File: src/rtl/mx_pc_unit.sv
// -----------------------------------------------------------------------------
// mx_pc_unit
//   Program-counter source multiplexer for the fetch stage.
//   Chooses the next PC from either the ALU result (branch/jump target) or the
//   PC adder output (sequential PC+4). The choice is presented combinationally
//   on `out`, and a registered copy `pc_q` drives the instruction-memory
//   address. `misaligned` flags a selected address that is not word aligned;
//   it is informational and never blocks a pc_q load.
//
// Ports
//   clk         in   1      rising-edge clock
//   rst_n       in   1      asynchronous active-low reset (pc_q only)
//   in_ALU      in   WIDTH  branch/jump target from the ALU
//   in_ADD      in   WIDTH  sequential next PC from the PC adder
//   S_MXPC      in   1      select: 0 -> in_ALU, 1 -> in_ADD
//   pc_we       in   1      pc_q load enable
//   out         out  WIDTH  combinational mux result
//   pc_q        out  WIDTH  registered PC
//   misaligned  out  1      combinational: out[1:0] != 2'b00
// -----------------------------------------------------------------------------
module mx_pc_unit #(
    parameter int               WIDTH        = 32,
    parameter logic [WIDTH-1:0] RESET_VECTOR = {WIDTH{1'b0}}
) (
    input  logic             clk,
    input  logic             rst_n,
    input  logic [WIDTH-1:0] in_ALU,
    input  logic [WIDTH-1:0] in_ADD,
    input  logic             S_MXPC,
    input  logic             pc_we,
    output logic [WIDTH-1:0] out,
    output logic [WIDTH-1:0] pc_q,
    output logic             misaligned
);

    // A PC is word aligned when its two byte-offset bits are zero.
    function automatic logic addr_misaligned(input logic [WIDTH-1:0] addr);
        return (addr[1:0] != 2'b00);
    endfunction

    logic [WIDTH-1:0] mux_s;
    logic [WIDTH-1:0] pc_d;

    // Source select; deliberately independent of clk and rst_n so the
    // next-PC value is visible during reset and with the clock stopped.
    always_comb begin
        mux_s = in_ALU;
        if (S_MXPC == 1'b1) begin
            mux_s = in_ADD;
        end else begin
            mux_s = in_ALU;
        end
    end

    // Next-state value for the PC register: load the selection or hold.
    always_comb begin
        pc_d = pc_q;
        if (pc_we == 1'b1) begin
            pc_d = mux_s;
        end else begin
            pc_d = pc_q;
        end
    end

    // PC register; reset forces the reset vector immediately.
    always_ff @(posedge clk or negedge rst_n) begin
        if (!rst_n) begin
            pc_q <= RESET_VECTOR;
        end else begin
            pc_q <= pc_d;
        end
    end

    assign out        = mux_s;
    assign misaligned = addr_misaligned(mux_s);

endmodule

File: config.mk
export PLATFORM = sky130hd
export DESIGN_NAME = mx_pc_unit
export DESIGN_NICKNAME = d
export VERILOG_FILES = /design/src/rtl/mx_pc_unit.sv
export SDC_FILE = /design/constraint.sdc
export NUM_CORES = 1
export LEC_CHECK = 0
export CAP_MARGIN = 10
export CORE_UTILIZATION = 37
export DETAILED_ROUTE_END_ITERATION = 10
export GPL_ROUTABILITY_DRIVEN = 1
export PLACE_DENSITY = 0.85
export SLEW_MARGIN = 0
export SYNTH_ARGS = -nofsm -noshare
export SYNTH_HDL_FRONTEND = slang
export SYNTH_SLANG_ARGS = --single-unit
File: constraint.sdc
create_clock -name clk -period 2.7 [get_ports clk]
set_input_delay 0.81 -clock clk [delete_from_list [all_inputs] [get_ports clk]]
set_output_delay 0.81 -clock clk [all_outputs]
set_load 0.01 [all_outputs]
; ---- After elaboration in Yosys (flattened, before gate mapping)
; Index checks and enable logic that the tools add are counted.
[classes]
n_eq_ne = 0
reduce_logical = 1
n_bitwise = 0
n_lt_le_gt_ge = 0
n_shift = 0
n_div = 0
n_mul = 0
addsub = 0
muxes = 1
[op_table]
columns = operator, n
row1 = $mux W32, 1
row2 = $reduce_bool A2 Y1, 1
[word_totals]
register_bits = 32
romBits = 0
output_inout_bits = 65
memories = 0
latch_bits = 0
mem_bits_rw = 0
in_bits = 68
elab_cells = 3

; ---- Logic depth before layout (Yosys ltp)
; Gate-level depths: netlist of the first run.
[logic_depth]
ltp_word = 2
mapped_depth = 4

; ---- Worst setup path before layout of the first run
; OpenSTA, ideal clock, no wires.
[synth_path]
path_kind = input to output
startpoint = input port S_MXPC
endpoint = output port out[10]
required_time_ns = 1.890
path_stages = 3
slack_ns = 0.497
path_buffers = 2
arrival_time_ns = 1.393
cell_sequence = buf_6 buf_12 mux2_4
[synth_between]
elab_chain_cells = 1
[synth_rtl]
columns = item, line
row1 = "start, declared", 29  ; input logic S_MXPC,
row2 = $mux W32, 48  ; if (S_MXPC == 1'b1) begin
row3 = "end, declared", 31  ; output logic [WIDTH-1:0] out,
; No other way between the ends.

; ---- Worst setup path after layout of the first run
[layout_path]
startpoint = input port S_MXPC
endpoint = output port out[3]
; Same word-level chain as after synthesis.

==> results.ini, run 1 <==
[die]
pin_count = 133
fp.coreArea_sq_um = 4750
die_area_sq_um = 5250
fp-row-count = 25
initial_utilization_pct = 38.7
die_w_um = 72.5
fp.dieH_um = 72.5

[final_layout]
final_nets = 332
largestRegisters = pc_q x32
fill_cells = 370
largest_register_ffs = 32
top_register = pc_q
syn2layout_area_growth_pct = 85.0
layout-drive-gt1-share_pct = 37.1
antenna-diode-count = 0

[detailed_routing]
drc_errors = 0
dr.pass1.iters = 3
route.vias.total = 1491
wl_um = 4960
drtIter0Drc = 24
via_per_inst = 4.50
final_antenna_net_count = 0
wl_per_cell_um = 15.0

[synth]
syn_inst = 107
syn-num-nets = 175
synth-seq-cells = 32
synth_seq_area_share_pct = 43.6
yosys_warnings = 0
synthesis.area_sq_um = 1840
avgSynthCellArea_sq_um = 17.2
synth_cell_type_count = 11

[worst_setup_path]
endpoint_kind = primary output
reg2reg_from = pc_q[12]
cp.arrival_ns = 1.84
reg2reg_slack_ns = 1.92
cp-endpoint = out[3]
path_max_fanout = 9
critPathLaunchType = input port
worst_r2r_path_depth = 1
r2r-end = pc_q[12]
path_class = in2out
required_ns = 1.89
crit_start = S_MXPC

[timing]
slew_viol_final = 0
max_freq_mhz = 377
holdWs_ns = 0.512
hold_violations = 0
setup_viol = 0
skew_ns = 0
tightest_slew_ns = 0.410
min_period_ns = 2.65
relSlewSlack_pct = 72.7
finalCritPeriodShare_pct = 98.3

[global_route]
use_met2_pct = 35.9
grt_pass1_vias = 1578
gr-total-overflow = 0
busiest_layer = met2
met3_usage_pct = 6.67
grt_pass1_wl_um = 7650
track_usage_pct = 19.3
grt_antenna_before_repair = 0
grt_max_degree = 33
met1_usage_pct = 21.0

[clocking]
clock_path_buffers = 2
cts_hold_buf = 0
cts-buffers-inserted = 5
cts_tree = built
clockRootBuffer = clkbuf_8
h-tree-depth = 2
clock_latency_ns = 0.27
cts.clk_slew.worst_paths_ns = 0.06
clock_sinks = 32

[run]
maxCapViolCount = 0

[placed_design]
portBuffers = 132
dp_hpwl_um = 3720
gp_routability_congestion = 0.715

[power]
ir_worst_vdd_uv = 320
p_leak_nw = 1.60
total_power_mw = 1.48
power_density_nw_per_um2 = 436

[hold_path]
min_path_type = reg2reg

[run_status]
outcome = completed

per-stage QoR:
stage,TNS (ns),util [%],cell area (sq um),instances,setup slack (ns)
after global routing,-0.0146,71.5,3400,331,-0.0146
after global placement,-2.46,70.1,3330,320,-0.111
after CTS,0,71.4,3400,331,0.0150
after detailed placement,-2.71,70.1,3330,320,-0.117
after floorplan,0,-,1840,107,0.497
final,0,71.5,3400,331,0.0457
worst max-delay path: stages:
cell and delay (ns):
buf_2 0.14, buf_12 0.15, buf_4 0.15, mux2_4 0.30, dlygate4sd2_1 0.29
synth_stat cells:
cell      number  area, sq um
buf_2          2         10.0
buf_4          1         7.51
clkbuf_1       1         3.75
dfrtp_1       32          801
a21oi_1        1         5.00
mux2_4        56          841
buf_12         3         60.1
nor2_1         1         3.75
buf_6          1         11.3
mux2_2         8         90.1
nor3_1         1         5.00
power by group:
| part | internal, mW | total [mW] | switching, mW |
|---|---|---|---|
| sequential | 0.540 | 0.575 | 0.0349 |
| clock | 0.175 | 0.335 | 0.160 |
| combinational | 0.387 | 0.572 | 0.184 |
| total | 1.10 | 1.48 | 0.379 |
final cells by class:
type                            instances  area [sq um]  area share [%]
Timing Repair Buffer                  158          1490            43.9
Multi-Input combinational cell         67           945            27.8
Sequential cell                        32           801            23.5
Tap cell                               67          83.8            2.47
Clock buffer                            6          72.6            2.13
Clock inverter                          1          5.00           0.147
cells in the final DEF, fill, tap and decap left out:
cell             instances
a21oi_1                  1
buf_12                   2
buf_4                   23
nor2_1                   1
nor3_1                   1
buf_2                    2
dfrtp_1                 32
mux2_2                   8
buf_6                    1
clkbuf_8                 5
clkbuf_1                 1
clkinv_2                 1
mux2_4                  56
clkdlybuf4s50_1         97
dlygate4sd2_1           33
routing by layer:
metal  vias up  wire [um]
met5         -          0
met4         0         40
met3         4        381
met2        71       2640
met1       721       1890
li1        695          -
cell families after synthesis:
family / count (synthesis) / share of synthesized area (%)
AOI/OAI and AO/OA: 1 / 0.272
buffers and inverters: 8 / 5.04
DFF: 32 / 43.6
muxes: 64 / 50.6
and+or+nand+nor: 2 / 0.476
what timing repair did:
item                       CTS  global route
gates resized for setup     33             1
pin swaps                    0             0
setup endpoints to repair   33             3
setup buffers                4             0
worst min path at each step:
stage               startpoint        to  slack [ns]  cells past startpoint
CTS                   pc_q[31]  pc_q[31]        0.51                      1
global placement      pc_q[31]  pc_q[31]        0.49                      1
global route          pc_q[20]  pc_q[20]        0.52                      1
finish                pc_q[19]  pc_q[19]        0.51                      1
detailed placement     pc_q[3]   pc_q[3]        0.49                      1
floorplan                rst_n   pc_q[0]        0.51                      0
(Power assumes the default switching activity.)
==> run 2: changes to the inputs <==
- TNS_END_PERCENT: unset -> 50
==> results.ini, run 2 (synthesized netlist as in run 1, its figures left out) <==
[detailed_routing]
drc_errors = 0  ; unchanged
final_antenna_net_count = 0  ; unchanged
via_per_inst = 4.49  ; -0.41%
wl_per_cell_um = 14.4  ; -3.8%
wl_um = 4720  ; -4.9%
route.vias.total = 1467  ; -1.6%
drtIter0Drc = 22  ; -8.3%
dr.pass1.iters = 3  ; unchanged

[worst_setup_path]
critPathLaunchType = input port
path_max_fanout = 2  ; -7
required_ns = 1.89  ; about the same
reg2reg_from = pc_q[12]
path_class = in2out
endpoint_kind = primary output
cp.arrival_ns = 1.81  ; -0.03 ns
crit_start = in_ALU[0]
reg2reg_slack_ns = 1.92  ; about the same
worst_r2r_path_depth = 1  ; unchanged
r2r-end = pc_q[12]

[timing]
tightest_slew_ns = 0.409  ; -0.000866 ns
setup_viol = 0  ; unchanged
relSlewSlack_pct = 72.7  ; about the same
fin_ws_ns = 0.0845  ; +0.0389 ns
tns_ns = 0  ; unchanged
rsz0062_at_grt = false
min_period_ns = 2.62  ; -0.0389 ns
max_freq_mhz = 382  ; +1.5%
slew_viol_final = 0  ; unchanged
hold_violations = 0  ; unchanged
skew_ns = 0  ; unchanged
finalCritPeriodShare_pct = 96.9  ; -1.4 points
holdWs_ns = 0.507  ; -0.00479 ns

[placed_design]
gp_routability_congestion = 0.715  ; unchanged
dp_hpwl_um = 3720  ; unchanged
pre_cts_slack_ns = -0.117  ; unchanged
placed_cell_area_sq_um = 3330  ; unchanged
portBuffers = 132  ; unchanged
placed_cells = 320  ; unchanged

[clocking]
h-tree-depth = 2  ; unchanged
clockRootBuffer = clkbuf_8
clock_sinks = 32  ; unchanged
cts_tree = built
clock_latency_ns = 0.27  ; about the same
cts.clk_slew.worst_paths_ns = 0.06  ; about the same
cts-buffers-inserted = 5  ; unchanged
clock_path_buffers = 2  ; unchanged

[hold_path]
holdPathEnd = pc_q[31]
holdPathStages = 1  ; unchanged
min_path_type = reg2reg
worstHoldStart = pc_q[31]

[final_layout]
final_common_cell = clkdlybuf4s50_1
antenna-diode-count = 0  ; unchanged
final_area_sq_um = 3370  ; -0.99%
fin_cells = 327  ; -1.2%
utilization_pct = 70.8  ; -0.71 points
largestRegisters = pc_q x32
syn2layout_area_growth_pct = 83.2
final_nets = 328  ; -1.2%
final_cell_mix = 97 x clkdlybuf4s50_1, 56 x mux2_4, 33 x dlygate4sd2_1, 32 x dfrtp_1, 20 x buf_4
largest_register_ffs = 32  ; unchanged
top_register = pc_q
layout-drive-gt1-share_pct = 36.2  ; -0.97 points

[die]
initial_utilization_pct = 38.7  ; unchanged
pin_count = 133  ; unchanged
die_w_um = 72.5  ; unchanged
fp-row-count = 25  ; unchanged
die_area_sq_um = 5250  ; unchanged
fp.dieH_um = 72.5  ; unchanged
fp.coreArea_sq_um = 4750  ; unchanged

[power]
p_seq_share_pct = 39.0  ; +0.2 points
power_density_nw_per_um2 = 438  ; +0.50%
total_power_mw = 1.47  ; -0.50%
sw_frac_of_total_pct = 25.5  ; -0.084 points
power.switching_uw = 376  ; -0.83%
ir_worst_vdd_uv = 326  ; +1.6%
pwr-share-comb_pct = 38.2  ; -0.4 points
pwr-share-clk_pct = 22.8  ; +0.2 points
intPower_mw = 1.10  ; -0.39%
p_leak_nw = 1.58  ; -1.3%

[global_route]
grt_antenna_before_repair = 0  ; unchanged
grt_max_degree = 33  ; unchanged
grt_pass1_vias = 1546  ; -2.0%
gr-total-overflow = 0  ; unchanged
grt_pass1_wl_um = 7440  ; -2.7%
track_usage_pct = 18.7  ; -0.62 points

[run_status]
outcome = completed

[run]
maxCapViolCount = 0  ; unchanged

run 2: worst max path at each step:
stage	end	slack [ns]	cells past startpoint
global placement	out[1]	-0.11	4
CTS	out[0]	0.08	3
finish	out[0]	0.08	3
floorplan	out[10]	0.50	3
global route	out[0]	0.05	3
detailed placement	out[0]	-0.12	3
run 2: worst max-delay path, stage by stage:
cell and delay [ns]:
clkdlybuf4s50_1 0.42, mux2_2 0.28, dlygate4sd2_1 0.29
run 2: power by group through the flow:
stage | sequential [mW] | combinational, mW | clock (mW)
2_1_floorplan | 0.608 | 0.218 | 0
3_3_place_gp | 0.580 | 0.589 | 0
3_5_place_dp | 0.582 | 0.597 | 0
4_1_cts | 0.575 | 0.570 | 0.348
5_1_grt | 0.581 | 0.597 | 0.376
6_report | 0.575 | 0.563 | 0.336
run 2: repair_timing:
action	4_1_cts	5_1_grt
setup endpoints to repair	33	0
hold buffers	0	0
gates resized for setup	33	0
buffers inserted	0	0
run 2: final cells by class:
class / instances / area [sq um]
Clock buffer: 6 / 72.6
Tap cell: 67 / 83.8
Multi-Input combinational cell: 67 / 945
Clock inverter: 1 / 5.00
Fill cell: 378 / 1390
Sequential cell: 32 / 801
Timing Repair Buffer: 154 / 1460
run 2: layer usage:
metal | routed length [um] | vias up | GRT usage [%]
met3 | 390 | 2 | 6.67
met4 | 19 | 0 | 3.92
li1 | - | 688 | -
met2 | 2500 | 70 | 34.2
met1 | 1810 | 707 | 20.7
met5 | 0 | - | 0
==> run 3: changes to the inputs <==
- CORE_MARGIN: unset -> 2
- CORE_UTILIZATION: 37 -> 38
- DONT_BUFFER_PORTS: unset -> 1
- PLACE_DENSITY: 0.85 -> unset
==> results.ini, run 3 (synthesized netlist as in run 1, its figures left out) <==
[timing]
fin_ws_ns = 0.724  ; +0.640 ns
relSlewSlack_pct = 82.8  ; +10 points
rsz0062_at_grt = false
min_period_ns = 1.98  ; -0.640 ns
tightest_slew_ns = 0.259  ; -0.150 ns
skew_ns = 0  ; unchanged
finalCritPeriodShare_pct = 73.2  ; -24 points
hold_violations = 0  ; unchanged
max_freq_mhz = 506  ; +32%
slew_viol_final = 0  ; unchanged
tns_ns = 0  ; unchanged
setup_viol = 0  ; unchanged

[clocking]
post_cts_resized = 0  ; -100%
clockRootBuffer = clkbuf_8
clock_sinks = 32  ; unchanged
cts_hold_buf = 0  ; unchanged
cts-buffers-inserted = 5  ; unchanged
clock_latency_ns = 0.27  ; about the same
cts.clk_slew.worst_paths_ns = 0.07  ; about the same
clock_path_buffers = 2  ; unchanged
post_cts_buffers = 0  ; unchanged
h-tree-depth = 2  ; unchanged
cts_tree = built

[worst_setup_path]
endpoint_kind = primary output
critPathLaunchType = input port
critical-path-slowest-cell = mux2_2
cp.depth = 1  ; -2
reg2reg_from = pc_q[13]
cp_slowest_stage_delay_ns = 0.35  ; -0.07 ns
r2r-end = pc_q[13]
required_ns = 1.89  ; about the same
crit_buf_inv = 0  ; -2
worstPathCellList = mux2_2
cp-endpoint = out[0]
cp.arrival_ns = 1.17  ; -0.64 ns
reg2reg_slack_ns = 1.87  ; -0.05 ns
crit_start = S_MXPC
path_max_fanout = 34  ; +32
cp_top_family = multiplexers
path_class = in2out
worst_r2r_path_depth = 1  ; unchanged

[die]
die_area_sq_um = 5410  ; +3.0%
pin_count = 133  ; unchanged
initial_utilization_pct = 39.2  ; +0.52 points
fp.coreArea_sq_um = 4690  ; -1.3%
die_w_um = 73.5  ; +1.5%
fp-row-count = 25  ; unchanged
fp.dieH_um = 73.5  ; +1.5%

[final_layout]
utilization_pct = 40.7  ; -30 points
final_area_sq_um = 1910  ; -43%
fill_cells = 419  ; +11%
final_cell_mix = 56 x mux2_4, 32 x dfrtp_1, 8 x mux2_2, 7 x clkbuf_8
layout-drive-gt1-share_pct = 67.0  ; +31 points
final_common_cell = mux2_4
multi_input_area_sq_um = 945  ; unchanged
antenna-diode-count = 0  ; unchanged
top_register = pc_q
final_nets = 174  ; -47%
largestRegisters = pc_q x32
seqCellArea_sq_um = 801  ; unchanged
syn2layout_area_growth_pct = 3.88
largest_register_ffs = 32  ; unchanged

[detailed_routing]
via_per_inst = 5.68  ; +27%
wl_um = 3460  ; -27%
drc_errors = 0  ; unchanged
wl_per_cell_um = 21.6  ; +50%
dr.pass1.iters = 2  ; -1
final_antenna_net_count = 0  ; unchanged
drtIter0Drc = 16  ; -27%
route.vias.total = 909  ; -38%

[placed_design]
placed_cell_area_sq_um = 1810  ; -46%
portBuffers = 0  ; -100%
gp_routability_congestion = 0.683  ; -4.4%
pre_cts_slack_ns = 0.723  ; +0.840 ns
dp_hpwl_um = 2480  ; -33%

[global_route]
grt_pass1_wl_um = 5200  ; -30%
gr-total-overflow = 0  ; unchanged
grt_max_degree = 35  ; +6.1%
grt_pass1_vias = 1066  ; -31%
grt_antenna_before_repair = 0  ; unchanged
track_usage_pct = 12.9  ; -5.8 points

[power]
total_power_mw = 1.20  ; -18%
ir_worst_vdd_uv = 189  ; -42%
power_density_nw_per_um2 = 631  ; +44%
p_leak_nw = 0.920  ; -42%

[run_status]
outcome = completed

[run]
maxCapViolCount = 0  ; unchanged

[hold_path]
min_path_type = in2async

-- run 3: changes by cell type in the layout (fill, tap and decap cells not counted), sizes merged --
cell,before,now
clkinv,1,0
clkdlybuf4s50,97,0
buf,24,0
clkbuf,6,7
dlygate4sd2,33,0
-- run 3: cell type report --
cell class	count	share of cell area (%)
Sequential cell	32	41.9
Multi-Input combinational cell	67	49.5
Tap cell	54	3.54
Clock buffer	7	5.05
-- run 3: power by group --
part           switching [mW]  total (mW)  internal [mW]
clock network           0.165       0.392          0.227
registers              0.0735       0.614          0.540
logic                  0.0597       0.198          0.139
total                   0.298        1.20          0.906
-- run 3: worst min path at each step --
stage,from,end,slack (ns),depth (start not counted)
3_5_place_dp,rst_n,pc_q[0],0.52,0
5_1_grt,rst_n,pc_q[0],0.20,0
4_1_cts,rst_n,pc_q[29],0.21,0
3_3_place_gp,rst_n,pc_q[0],0.52,0
6_report,rst_n,pc_q[7],0.22,0
2_1_floorplan,rst_n,pc_q[0],0.51,0
-- run 3: layer usage --
layer  up-vias  global-route usage (%)  wire length [um]
met5         -                       0                 0
met4         0                    4.85                23
met3         2                    6.45               394
met2        81                    21.9              1830
met1       450                    13.6              1210
li1        376                       -                 -
-- run 3: through the flow --
stage | hold slack (ns) | std cells
6_report | 0.225 | 160
5_1_grt | 0.196 | 160
4_1_cts | 0.212 | 160
3_5_place_dp | 0.515 | 153
3_3_place_gp | 0.515 | 153
2_1_floorplan | 0.514 | 107
